--- src/rtl/stream_frame_ctrl.sv ---
// Frame sequencer for a memory-backed AXI-Stream sample source.
// Gates the source into fixed-length frames with per-frame tlast, inserts
// idle gaps between frames and re-arms the source after end of buffer.
module stream_frame_ctrl #(
    parameter int unsigned DATA_W     = 32,
    parameter int unsigned FRAME_LEN  = 1024,
    parameter int unsigned CNT_W      = 8,
    parameter int unsigned GAP_CYCLES = 16
) (
    input  logic              clk,
    input  logic              reset,
    input  logic              cmd_go,
    input  logic              cmd_abort,
    input  logic [CNT_W-1:0]  cfg_num_frames,
    output logic              src_start,
    input  logic              s_tvalid,
    input  logic [DATA_W-1:0] s_tdata,
    input  logic              s_tlast,
    output logic              s_tready,
    output logic              m_tvalid,
    output logic [DATA_W-1:0] m_tdata,
    output logic              m_tlast,
    input  logic              m_tready,
    output logic              busy,
    output logic              done,
    output logic              aborted,
    output logic [CNT_W-1:0]  frame_cnt,
    output logic              err_src_last
);

    localparam int unsigned BEAT_W = $clog2(FRAME_LEN);
    localparam int unsigned GAP_W  = (GAP_CYCLES > 1) ? $clog2(GAP_CYCLES) : 1;
    localparam logic [BEAT_W-1:0] LAST_BEAT = BEAT_W'(FRAME_LEN - 1);
    localparam logic [GAP_W-1:0]  GAP_LOAD  = GAP_W'(GAP_CYCLES - 1);

    typedef enum logic [2:0] {
        S_IDLE,
        S_START,
        S_STREAM,
        S_GAP,
        S_DONE
    } state_t;

    state_t              state_q, state_d;
    logic [BEAT_W-1:0]   beat_cnt_q, beat_cnt_d;
    logic [GAP_W-1:0]    gap_cnt_q, gap_cnt_d;
    logic                rearm_q, rearm_d;
    logic [CNT_W-1:0]    target_q, target_d;
    logic [CNT_W-1:0]    frame_cnt_d;
    logic                aborted_d, err_d, src_start_d, done_d;
    logic                gate, hs, last_beat;
    logic [CNT_W-1:0]    frame_inc;

    // Pass-through gating: the stream only flows in STREAM and never in an abort cycle
    always_comb begin
        gate      = (state_q == S_STREAM) && !cmd_abort;
        m_tdata   = s_tdata;
        m_tvalid  = s_tvalid && gate;
        s_tready  = m_tready && gate;
        last_beat = (beat_cnt_q == LAST_BEAT);
        m_tlast   = gate && last_beat;
        hs        = s_tvalid && s_tready;
        frame_inc = frame_cnt + CNT_W'(1);
        busy      = (state_q != S_IDLE);
    end

    // Next-state and counter/status update logic
    always_comb begin
        state_d     = state_q;
        beat_cnt_d  = beat_cnt_q;
        gap_cnt_d   = gap_cnt_q;
        rearm_d     = rearm_q;
        target_d    = target_q;
        frame_cnt_d = frame_cnt;
        aborted_d   = aborted;
        err_d       = err_src_last;
        src_start_d = 1'b0;
        done_d      = 1'b0;

        case (state_q)
            S_IDLE: begin
                if (cmd_go) begin
                    if (cfg_num_frames == '0) begin
                        done_d = 1'b1;
                    end else begin
                        target_d    = cfg_num_frames;
                        frame_cnt_d = '0;
                        aborted_d   = 1'b0;
                        err_d       = 1'b0;
                        state_d     = S_START;
                    end
                end
            end
            S_START: begin
                if (cmd_abort) begin
                    aborted_d  = 1'b1;
                    beat_cnt_d = '0;
                    state_d    = S_DONE;
                end else begin
                    rearm_d = 1'b0;
                    state_d = S_STREAM;
                end
            end
            S_STREAM: begin
                if (cmd_abort) begin
                    aborted_d  = 1'b1;
                    beat_cnt_d = '0;
                    state_d    = S_DONE;
                end else if (hs) begin
                    beat_cnt_d = beat_cnt_q + BEAT_W'(1);
                    if (s_tlast) begin
                        rearm_d = 1'b1;
                        if (!last_beat) begin
                            err_d = 1'b1;
                        end
                    end
                    if (last_beat) begin
                        frame_cnt_d = frame_inc;
                        if (frame_inc == target_q) begin
                            state_d = S_DONE;
                        end else if (GAP_CYCLES > 0) begin
                            gap_cnt_d = GAP_LOAD;
                            state_d   = S_GAP;
                        end else if (rearm_q || s_tlast) begin
                            state_d = S_START;
                        end
                    end
                end
            end
            S_GAP: begin
                if (cmd_abort) begin
                    aborted_d  = 1'b1;
                    beat_cnt_d = '0;
                    state_d    = S_DONE;
                end else if (gap_cnt_q == '0) begin
                    state_d = rearm_q ? S_START : S_STREAM;
                end else begin
                    gap_cnt_d = gap_cnt_q - GAP_W'(1);
                end
            end
            S_DONE: begin
                beat_cnt_d = '0;
                state_d    = S_IDLE;
            end
            default: begin
                state_d = S_IDLE;
            end
        endcase

        if (state_d == S_START) begin
            src_start_d = 1'b1;
        end
        if (state_d == S_DONE) begin
            done_d = 1'b1;
        end
    end

    // State, counters and registered status outputs
    always_ff @(posedge clk or posedge reset) begin
        if (reset) begin
            state_q      <= S_IDLE;
            beat_cnt_q   <= '0;
            gap_cnt_q    <= '0;
            rearm_q      <= 1'b0;
            target_q     <= '0;
            frame_cnt    <= '0;
            aborted      <= 1'b0;
            err_src_last <= 1'b0;
            src_start    <= 1'b0;
            done         <= 1'b0;
        end else begin
            state_q      <= state_d;
            beat_cnt_q   <= beat_cnt_d;
            gap_cnt_q    <= gap_cnt_d;
            rearm_q      <= rearm_d;
            target_q     <= target_d;
            frame_cnt    <= frame_cnt_d;
            aborted      <= aborted_d;
            err_src_last <= err_d;
            src_start    <= src_start_d;
            done         <= done_d;
        end
    end

endmodule

--- config.mk ---
export PLATFORM = sky130hd
export DESIGN_NAME = stream_frame_ctrl
export DESIGN_NICKNAME = d
export VERILOG_FILES = /design/src/rtl/stream_frame_ctrl.sv
export SDC_FILE = /design/constraint.sdc
export NUM_CORES = 1
export LEC_CHECK = 0
export BUFFER_PORTS_ARGS = -buffer_cell sky130_fd_sc_hd__buf_2
export CELL_PAD_IN_SITES_DETAIL_PLACEMENT = 0
export CELL_PAD_IN_SITES_GLOBAL_PLACEMENT = 2
export CORE_ASPECT_RATIO = 0.7
export CORE_MARGIN = 2
export CORE_UTILIZATION = 31
export CTS_BUF_LIST = sky130_fd_sc_hd__clkbuf_8
export CTS_CLUSTER_DIAMETER = 120
export CTS_CLUSTER_SIZE = 20
export DETAILED_ROUTE_END_ITERATION = 6
export PLACE_DENSITY_LB_ADDON = 0.1
export SLEW_MARGIN = 20
export SYNTH_ARGS = -nofsm -noshare
export SYNTH_HDL_FRONTEND = slang
export SYNTH_SLANG_ARGS = --single-unit
--- constraint.sdc ---
create_clock -name clk -period 2.9 [get_ports clk]
set_input_delay 0.145 -clock clk [delete_from_list [all_inputs] [get_ports clk]]
set_output_delay 0.145 -clock clk [all_outputs]
set_load 0.005 [all_outputs]
Word-level counts from Yosys, hierarchy flattened
Cells that the tools add are included.
Storage, ports and cells
  bits in writable memories: 0
  flip-flop bits (word level): 38
  latch bits: 0
  word-level logic and storage cells: 107
  ROM bits: 0
  memories: 0
  bits of input ports: 47
Operators by class
  bitwise gates (word level): 1
  eq/ne operators: 22
  reduce and logical (&&, ||, !) cells: 24
  multipliers: 0
  magnitude comparators: 0
  divide/modulo/power cells: 0
  add/sub/neg operators: 3
  muxes and demuxes: 47
  shift operators: 0
Operator list (count)
  $mux 8: 5
  $mux 10: 3
  $pmux 10 s3: 1
  $mux 3: 9
  $mux 4: 6
  $ne 2x2->1 const B: 11
  $mux 1: 16
  $pmux 8 s2: 1
  $reduce_and 7->1: 2
  $pmux 3 s4: 1
  $add 10x1->10 const B: 1
  $eq 10x10->1 const B: 1
  $add 8x1->8 const B: 1
  $eq 8x8->1: 1
  $logic_not 8->1: 1
  $pmux 4 s2: 1
  $reduce_bool 2->1: 4
  $eq 3x1->1 const B: 2
  $eq 3x2->1 const B: 2
  $eq 3x3->1 const B: 2
  $pmux 1 s2: 3
  $reduce_and 3->1: 2
  $reduce_and 6->1: 1
  $reduce_bool 3->1: 2
  13 further kinds: 18

Longest topological paths before layout
Gate-level depths: netlist of the first run.
  word-level depth: 9
  mapped depth: 8
  depth with buffers taken out: 8

Worst setup path before layout of the first run
No wires, ideal clock.
  path kind: register -> register
  start point: reg frame_cnt[0]
  end point: reg gap_cnt_q[0]
  stages on the path, launching flop included: 8
  setup slack: 1034 ps
  arrival time: 1747 ps
  path buffers: 0
  path through: dfrtp_1 -> ha_1 -> xor2_1 -> nor2_1 -> nand4_1 -> nor3_4 -> a41oi_2 -> o21a_1
On the way
  cells in the longest elaborated chain, start to end: 4
Ends and longest elaborated chain
  from (decl): line 27  | output logic [CNT_W-1:0] frame_cnt,
  from (signal assigned): line 177  | frame_cnt <= frame_cnt_d;
  $add 8x1->8: line 63  | frame_inc = frame_cnt + CNT_W'(1);
  $eq 8x8->1: line 119  | if (frame_inc == target_q) begin
  $ne 2x2->1 (no source line)
  $reduce_and 7->1 (no source line)
  to (signal assigned): line 174  | gap_cnt_q <= gap_cnt_d;
  to (decl): line 46  | logic [GAP_W-1:0] gap_cnt_q, gap_cnt_d;
Every way passes these cells.
A chain may end at the register's enable or synchronous reset.

Worst setup path in the final report of the first run
  start point: reg frame_cnt[0]
  end point: reg gap_cnt_q[1]
Same word-level chain as after synthesis.

==> results by group, run 1 <==
Clock network
  – Root buffer cell: clkbuf_8
  – Insertion delay to the later sink of the worst-skew pair: 0.29 ns
  – Post-CTS Setup Repair Bufs: 0
  – Post-CTS Resized: 0
  – Clk sinks: 38
  – Inserted Clock Buffers: 5
  – Htree depth: 2
  – Clk slew on worst S/H paths: 0.08 ns
  – TritonCTS clock tree: done
  – Clock buffer depth: 2

STA
  – Final worst-path cycle share: 0.739
  – Skew final: between 0.01 and 0.015 ns
  – Worst-margin pin slew: between 0.8 and 0.9 ns
  – Max transition margin: 0.447
  – Fin worst setup slack: 0.758 ns
  – Fmax: 467 MHz
  – Unrepaired setup endpoints after global routing: false
  – Final Hold Viols: 0
  – Tmin final: 2.14 ns
  – Setup TNS: 0 ns
  – Final setup viols: 0
  – Final Max Tran Viols: 0

Critical path
  – Reg2reg path depth: 7
  – Worst Setup Path Type: register to register
  – Crit path DAT: about 2.4 ns
  – CP required: slightly above 3 ns
  – Critical Path End Type: register
  – Type of origin of the critical path: register
  – Setup slack, reg-to-reg: 0.76 ns
  – Crit-path max FO: 7

Run
  – Max-Cap Viols: 0

Final layout
  – Layout cells sized above 1: 0.234
  – Ant diodes: 0
  – NumNets Final: between 300 and 400
  – Most common cell after layout, fill and taps aside: dfrtp_1
  – Final instance area: ~2500 um^2
  – Most frequent cells in the layout: 38 x dfrtp_1, 30 x buf_2, 23 x o21ai_0, 19 x nor2_1, 18 x nand2_1
  – Area grow syn2layout: 4.20%
  – Layout fillers: just under 800

GRT
  – First-pass GRT wire length: around 9300 um
  – Largest net degree at the start of global routing: 39
  – Tot GR Track Use: 0.142
  – Initial antenna violation count: 0
  – Aggregate global routing overflow: 0
  – Number of global-route vias before repair: between 1,500 and 2,000

Place
  – Cell Area, Placed: 2410 um^2
  – GP Congestion: around 0.72
  – Pre-CTS setup slack: between 0.7 and 0.8 ns
  – DP HPWL: roughly 4300 um
  – Port Buffers: 30

Logic synthesis
  – Post-synth EDFFs: 0
  – Synth cell types: 53
  – Top post-synthesis cells by area: dfrtp_1 39%, buf_4 11%, o21ai_0 4.8%, mux2_2 3.3%, nor2_1 3.0%
  – Cell count after synthesis: approximately 260
  – Synth warnings: 0
  – Main flop type after synthesis: dfrtp_1
  – Ys async rst share: 1.00
  – Leading area contributor after synthesis: dfrtp_1
  – Post-synthesis register bit count: 38
  – Post-synth top area share: 0.394
  – Syn_area_per_cell: around 9.2 um^2
  – Seq/Total Area, Yosys: 0.394
  – Syn_nets: slightly above 300
  – Cell Area, Synth: 2410 um^2

Die
  – Die height: just under 80 um
  – Core footprint: 7420 um^2
  – Initial Util: 0.325
  – # rows: 26
  – Die Area: 8510 um^2
  – Die width: around 110 um
  – I/O Pins: 95

Pwr
  – Power Density: ~740 nW/um^2
  – Static Leak: roughly 0.0011 uW
  – Worst-case vdd ir drop: between 0.3 and 0.4 mV

Drt
  – Via count: between 1,500 and 2,000
  – Final WL: 5710 um
  – TritonRoute pass-1 iters: 4
  – Post-route ant nets: 0
  – Routed WL per cell: between 15 and 20 um
  – DRC Markers: 0
  – Vias per cell: 4.97
  – Drt initial violations: between 70 and 80

Hold path
  – Hold WC Path Type: primary input to register
  – Worst hold path depth: 2

Outcome
  – Status: complete, no violations
[flip-flops by register name (all words and copies together), names as in the netlist]
name	flops
beat_cnt_q	10
frame_cnt	8
target_q	8
gap_cnt_q	4
state_q	3
aborted	1
done	1
err_src_last	1
rearm_q	1
src_start	1
[Yosys cell counts, types with 2 or more instances]
| library cell | n |
|---|---|
| o21ai_0 | 23 |
| nand2b_1 | 4 |
| nand2_1 | 18 |
| and2_1 | 5 |
| mux2_2 | 7 |
| o21ai_1 | 5 |
| nor2_1 | 19 |
| and4_1 | 2 |
| dfrtp_1 | 38 |
| o22ai_1 | 2 |
| buf_4 | 35 |
| nor3_1 | 4 |
| a2bb2oi_1 | 3 |
| o31ai_1 | 5 |
| nand3_2 | 3 |
| a21oi_1 | 7 |
| nand3b_1 | 3 |
| and3_2 | 2 |
| a31oi_1 | 3 |
| inv_1 | 8 |
| xor2_1 | 3 |
| and3_1 | 7 |
| nand3_1 | 8 |
| a22o_1 | 2 |
| nor2b_1 | 4 |
| ha_1 | 3 |
| a21o_1 | 2 |
| o21ai_2 | 2 |
| or4_1 | 2 |
| xnor2_1 | 6 |
| nand4_1 | 4 |
[where the power goes]
part	internal, uW	switching, uW
clock	189	194
combinational	298	348
sequential	667	156
[critical path, cell delays in order (launching register included)]
cell       delay [ns]
dfrtp_1          0.48
ha_1             0.33
nand3_2          0.14
maj3_2           0.32
a32oi_1          0.15
a21oi_1          0.13
a41oi_2          0.32
a2bb2oi_1        0.18
[final timing paths]
| path | startpoint | endpoint |
|---|---|---|
| setup / recovery | frame_cnt[0]$_DFFE_PP0P_ | gap_cnt_q[1]$_DFFE_PP0P_ |
| hold / removal | cfg_num_frames[7] | target_q[7]$_DFFE_PP0P_ |
| setup reg to reg | frame_cnt[0]$_DFFE_PP0P_ | gap_cnt_q[1]$_DFFE_PP0P_ |
| hold reg to reg | beat_cnt_q[9]$_DFFE_PP0P_ | beat_cnt_q[9]$_DFFE_PP0P_ |
| max in group asynchronous | reset | src_start$_DFF_PP0_ |
| min in group asynchronous | reset | state_q[0]$_DFF_PP0_ |
[metrics by stage]
step / hold WS (ns) / power [uW] / cells / utilization
2_1_floorplan: 0.277 / 1340 / 261 / -
3_3_place_gp: 0.290 / 1490 / 354 / 0.325
3_5_place_dp: 0.290 / 1480 / 354 / 0.325
4_1_cts: 0.0852 / 1880 / 363 / 0.339
5_1_grt: 0.0978 / 2010 / 363 / 0.339
6_report: 0.0995 / 1850 / 363 / 0.339
[cell families after synthesis]
family / Yosys count / synth area share
and+or+nand+nor: 96 / 0.226
AOI/OAI and AO/OA: 60 / 0.156
adders and majority gates: 4 / 0.0202
xor gates and xnor gates: 9 / 0.0327
muxes: 8 / 0.0373
DFF: 38 / 0.394
buffers and inverters: 46 / 0.133
[cell type report]
type                       count  area (um^2)  share of cell area
timing repair buffer          33          175              0.0697
clock buffer                   6         82.6              0.0329
clock inverter                 2         8.76             0.00348
inverter                       9         33.8              0.0134
multi-input combinational    177         1140               0.453
sequential                    38          951               0.378
tap                           98          123              0.0488
[what timing repair did]
| action | in CTS | in global routing |
|---|---|---|
| endpoints found under the setup margin | 0 | 0 |
| hold buffers | 1 | 0 |
| hold endpoints to repair | 36 | 0 |
[routing by layer]
metal | track usage | vias up | share of wire
li1 | - | 894 | -
met1 | 0.239 | 849 | 0.58
met2 | 0.170 | 42 | 0.36
met3 | 0.0277 | 18 | 0.047
met4 | 0.0481 | 0 | 0.015
met5 | 0 | - | 0
Power figures use the tool's default switching activity.
==> run 2: changes to the inputs <==
Settings changed: ABC_AREA set to 1, CORE_UTILIZATION 31 to 27.
Clock period 2.9 ns to 2 ns, I/O delays scaled along.
==> run 2 against run 1 <==
Against the previous run: setup slack got worse by 0.63 ns; via count increased by 20%; cell area increased by 15%; wire length increased by 20%; first-iteration DRC count increased by 13%; register-to-register slack got worse by 0.60 ns; sequential share of layout area decreased by 4.9 points; clock skew about the same; final cell count increased by 36%.
==> results by group, run 2 <==
Outcome
  – Status: complete, no violations

Final layout
  – Area occupied by multi-input gates: 1170 um^2 (+3.0%)
  – NumNets Final: 417 (+33%)
  – Top Registers: beat_cnt_q: 10 flops, frame_cnt: 8 flops, target_q: 8 flops
  – Final instance area: 2890 um^2 (+15%)
  – Most frequent cells in the layout: 76 x nand2_1, 45 x inv_1, 37 x dfrtp_1, 35 x nand3_1, 30 x buf_2
  – Layout cells sized above 1: 0.245 (+0.0106)
  – Area grow syn2layout: 15.4%
  – Sequential Area: 952 um^2 (+0.13%)
  – Most common cell after layout, fill and taps aside: nand2_1
  – Ant diodes: 0 (unchanged)
  – Layout fillers: 990 (+26%)
  – Top reg by flops: beat_cnt_q
  – Largest register FFs: 10 (unchanged)

STA
  – Max transition margin: 0.633 (+0.186)
  – Skew final: 0.0110 ns (-0.0000944 ns)
  – Fmax: around 530 MHz
  – Final worst-path cycle share: 0.938
  – Tmin final: 1.88 ns
  – Worst-margin pin slew: 0.551 ns (-0.273 ns)
  – Final Hold Viols: 0 (unchanged)
  – Final setup viols: 0 (unchanged)
  – Fin worst setup slack: 0.124 ns (-0.634 ns)
  – Final Max Tran Viols: 0 (unchanged)

Drt
  – Final WL: 6860 um (+20%)
  – DRC Markers: 0 (unchanged)
  – Vias per cell: 4.40 (-11%)
  – TritonRoute pass-1 iters: 7 (+3)
  – Post-route ant nets: 0 (unchanged)
  – Routed WL per cell: 13.9 um (-11%)
  – Drt initial violations: 87 (+13%)
  – Via count: 2,166 (+20%)

Place
  – Pre-CTS setup slack: 0.0205 ns (-0.775 ns)
  – GP Congestion: 0.740 (+3.1%)
  – Port Buffers: 30 (unchanged)
  – DP HPWL: 4890 um (+15%)
  – Cell Area, Placed: 2680 um^2 (+11%)

Logic synthesis
  – Main flop type after synthesis: dfrtp_1
  – Post-synth EDFFs: 0 (unchanged)
  – Synth cell types: 34 (-36%)
  – Top post-synthesis cells by area: dfrtp_1 38%, nand2_1 12%, buf_4 9.6%, nand3_1 7.0%, inv_1 6.6%
  – Cell Area, Synth: 2510 um^2 (+4.0%)
  – Post-synth top area share: 0.379 (-0.0151)
  – Seq/Total Area, Yosys: 0.379 (-0.0151)
  – Ys async rst share: 1.00 (unchanged)
  – Top cells by instance count after synthesis: 78 x nand2_1, 44 x inv_1, 38 x dfrtp_1
  – Leading area contributor after synthesis: dfrtp_1
  – Syn_area_per_cell: 7.36 um^2 (-20%)
  – Count leader, synth: nand2_1
  – Syn_nets: 391 (+26%)
  – Synth warnings: 0 (unchanged)
  – Cell count after synthesis: 341 (+31%)
  – Post-synthesis register bit count: 38 (unchanged)

Critical path
  – Crit-path max FO: 3 (-4)
  – CP Cell Sequence: ha_2 -> nand2_2 -> nor2_4 -> nand2_2 -> nor2_4 -> buf_4 -> nand4_1 -> nor2_1 -> buf_2
  – Critical Path End Type: primary output
  – CP required: 1.90 ns (-1.21 ns)
  – Worst Setup Path Type: register to primary output
  – CP Depth: 9 (+2)
  – Slowest stage cell on the critical path: dfrtp_1
  – Buf/Inv on CP: 2 (+2)
  – Critical path's largest stage delay: 0.35 ns (-0.13 ns)
  – Type of origin of the critical path: register
  – Reg2reg path depth: 9 (+2)
  – Crit path DAT: 1.78 ns (-0.57 ns)
  – Delay-heaviest family, CP: simple AND/OR/NAND/NOR gates

GRT
  – Aggregate global routing overflow: 0 (unchanged)
  – Initial antenna violation count: 0 (unchanged)
  – Largest net degree at the start of global routing: 39 (unchanged)
  – First-pass GRT wire length: 10,800 um (+15%)
  – Number of global-route vias before repair: 2,097 (+21%)
  – Tot GR Track Use: 0.138 (-0.00415)

Die
  – Core footprint: 9030 um^2 (+22%)
  – # rows: 29 (+12%)
  – Die height: 84.6 um (+8.8%)
  – Die width: 119 um (+8.9%)
  – Initial Util: 0.278 (-0.0476)
  – Die Area: 10,100 um^2 (+19%)
  – I/O Pins: 95 (unchanged)

Pwr
  – Sw Pwr: 1410 uW (+100%)
  – Switch share: 0.432 (+0.0553)
  – Internal: 1850 uW (+60%)
  – Reg power frac: 0.350 (-0.094)
  – Worst-case vdd ir drop: 0.368 mV (+6.3%)
  – Clock power share: 0.180 (-0.027)
  – Comb power frac: 0.471 (+0.122)
  – Static Leak: 0.00137 uW (+19%)
  – Power Density: 1130 nW/um^2 (+53%)

Clock network
  – Clk slew on worst S/H paths: 0.09 ns (about the same)
  – Clock buffer depth: 2 (unchanged)
  – Root buffer cell: clkbuf_8
  – Clk sinks: 38 (unchanged)
  – Inserted Clock Buffers: 5 (unchanged)
  – Insertion delay to the later sink of the worst-skew pair: 0.31 ns (+0.02 ns)
  – Htree depth: 2 (unchanged)
  – TritonCTS clock tree: done

Hold path
  – Hold WC Path Type: primary input to register
  – Worst hold path depth: 2 (unchanged)

Run
  – Max-Cap Viols: 0 (unchanged)
-- run 2: changes by cell type in the layout (fill, tap and decap cells not counted), moves of 5 or more --
cell	change
nand2_1	+58
mux2_2	-5
inv_1	+36
nor2_4	+8
o31ai_1	-5
and2_1	-5
and3_1	-6
buf_4	+19
a21oi_1	+10
o21ai_0	-14
nand3_1	+27
nor2_1	+7
-- run 2: metal layers --
metal | up-vias | share of wire | wire (um) | track usage
met3 | 16 | 0.043 | 296 | 0.0374
met1 | 981 | 0.54 | 3730 | 0.208
met5 | - | 0 | 0 | 0
li1 | 1117 | - | - | -
met2 | 52 | 0.40 | 2720 | 0.186
met4 | 0 | 0.016 | 107 | 0.0476
-- run 2: cells by family after synthesis --
| family | Yosys count | share of synthesized area |
|---|---|---|
| buf+inv | 82 | 0.177 |
| flops | 38 | 0.379 |
| simple gates | 175 | 0.326 |
| fa+ha+maj | 3 | 0.0150 |
| xor+xnor | 3 | 0.0105 |
| compound gates | 38 | 0.0838 |
| mux | 2 | 0.00898 |
-- run 2: repair_timing --
item / CTS / global route
endpoints found under the setup margin: 0 / 18
hold buffers: 1 / 0
hold endpoints to repair: 38 / 0
setup buffers: 0 / 7
resized for setup: 0 / 15
-- run 2: layout make-up --
type	count	share of cell area
inverter	46	0.0597
timing repair buffer	54	0.121
clock buffer	6	0.0285
multi-input combinational	222	0.406
sequential	38	0.329
clock inverter	2	0.00303
tap	124	0.0536
-- run 2: final timing paths --
kind / from / end / slack (ns)
setup / recovery: beat_cnt_q[0]$_DFFE_PP0P_ / m_tlast / 0.12
hold / removal: cfg_num_frames[6] / target_q[6]$_DFFE_PP0P_ / 0.03
setup reg to reg: beat_cnt_q[0]$_DFFE_PP0P_ / frame_cnt[3]$_DFFE_PP0P_ / 0.16
hold reg to reg: aborted$_DFFE_PP0P_ / aborted$_DFFE_PP0P_ / 0.52
max in group asynchronous: reset / frame_cnt[2]$_DFFE_PP0P_ / 1.14
min in group asynchronous: reset / frame_cnt[3]$_DFFE_PP0P_ / 0.47
-- run 2: power by group through the flow --
stage	combinational [uW]	clock, uW	sequential, uW
2_1_floorplan	1070	0	1110
3_3_place_gp	1470	0	1160
3_5_place_dp	1450	0	1150
4_1_cts	1450	627	1130
5_1_grt	1750	654	1170
6_report	1530	586	1140
-- run 2: per-stage QoR --
step           TNS [ns]  instances  power [uW]  hold WS, ns  utilization
2_1_floorplan         0        341        2180        0.250            -
3_3_place_gp          0        475        2630        0.200        0.296
3_5_place_dp          0        475        2590        0.200        0.296
4_1_cts               0        484        3210       0.0117        0.307
5_1_grt        -0.00299        492        3570       0.0330        0.320
6_report              0        492        3260       0.0324        0.320
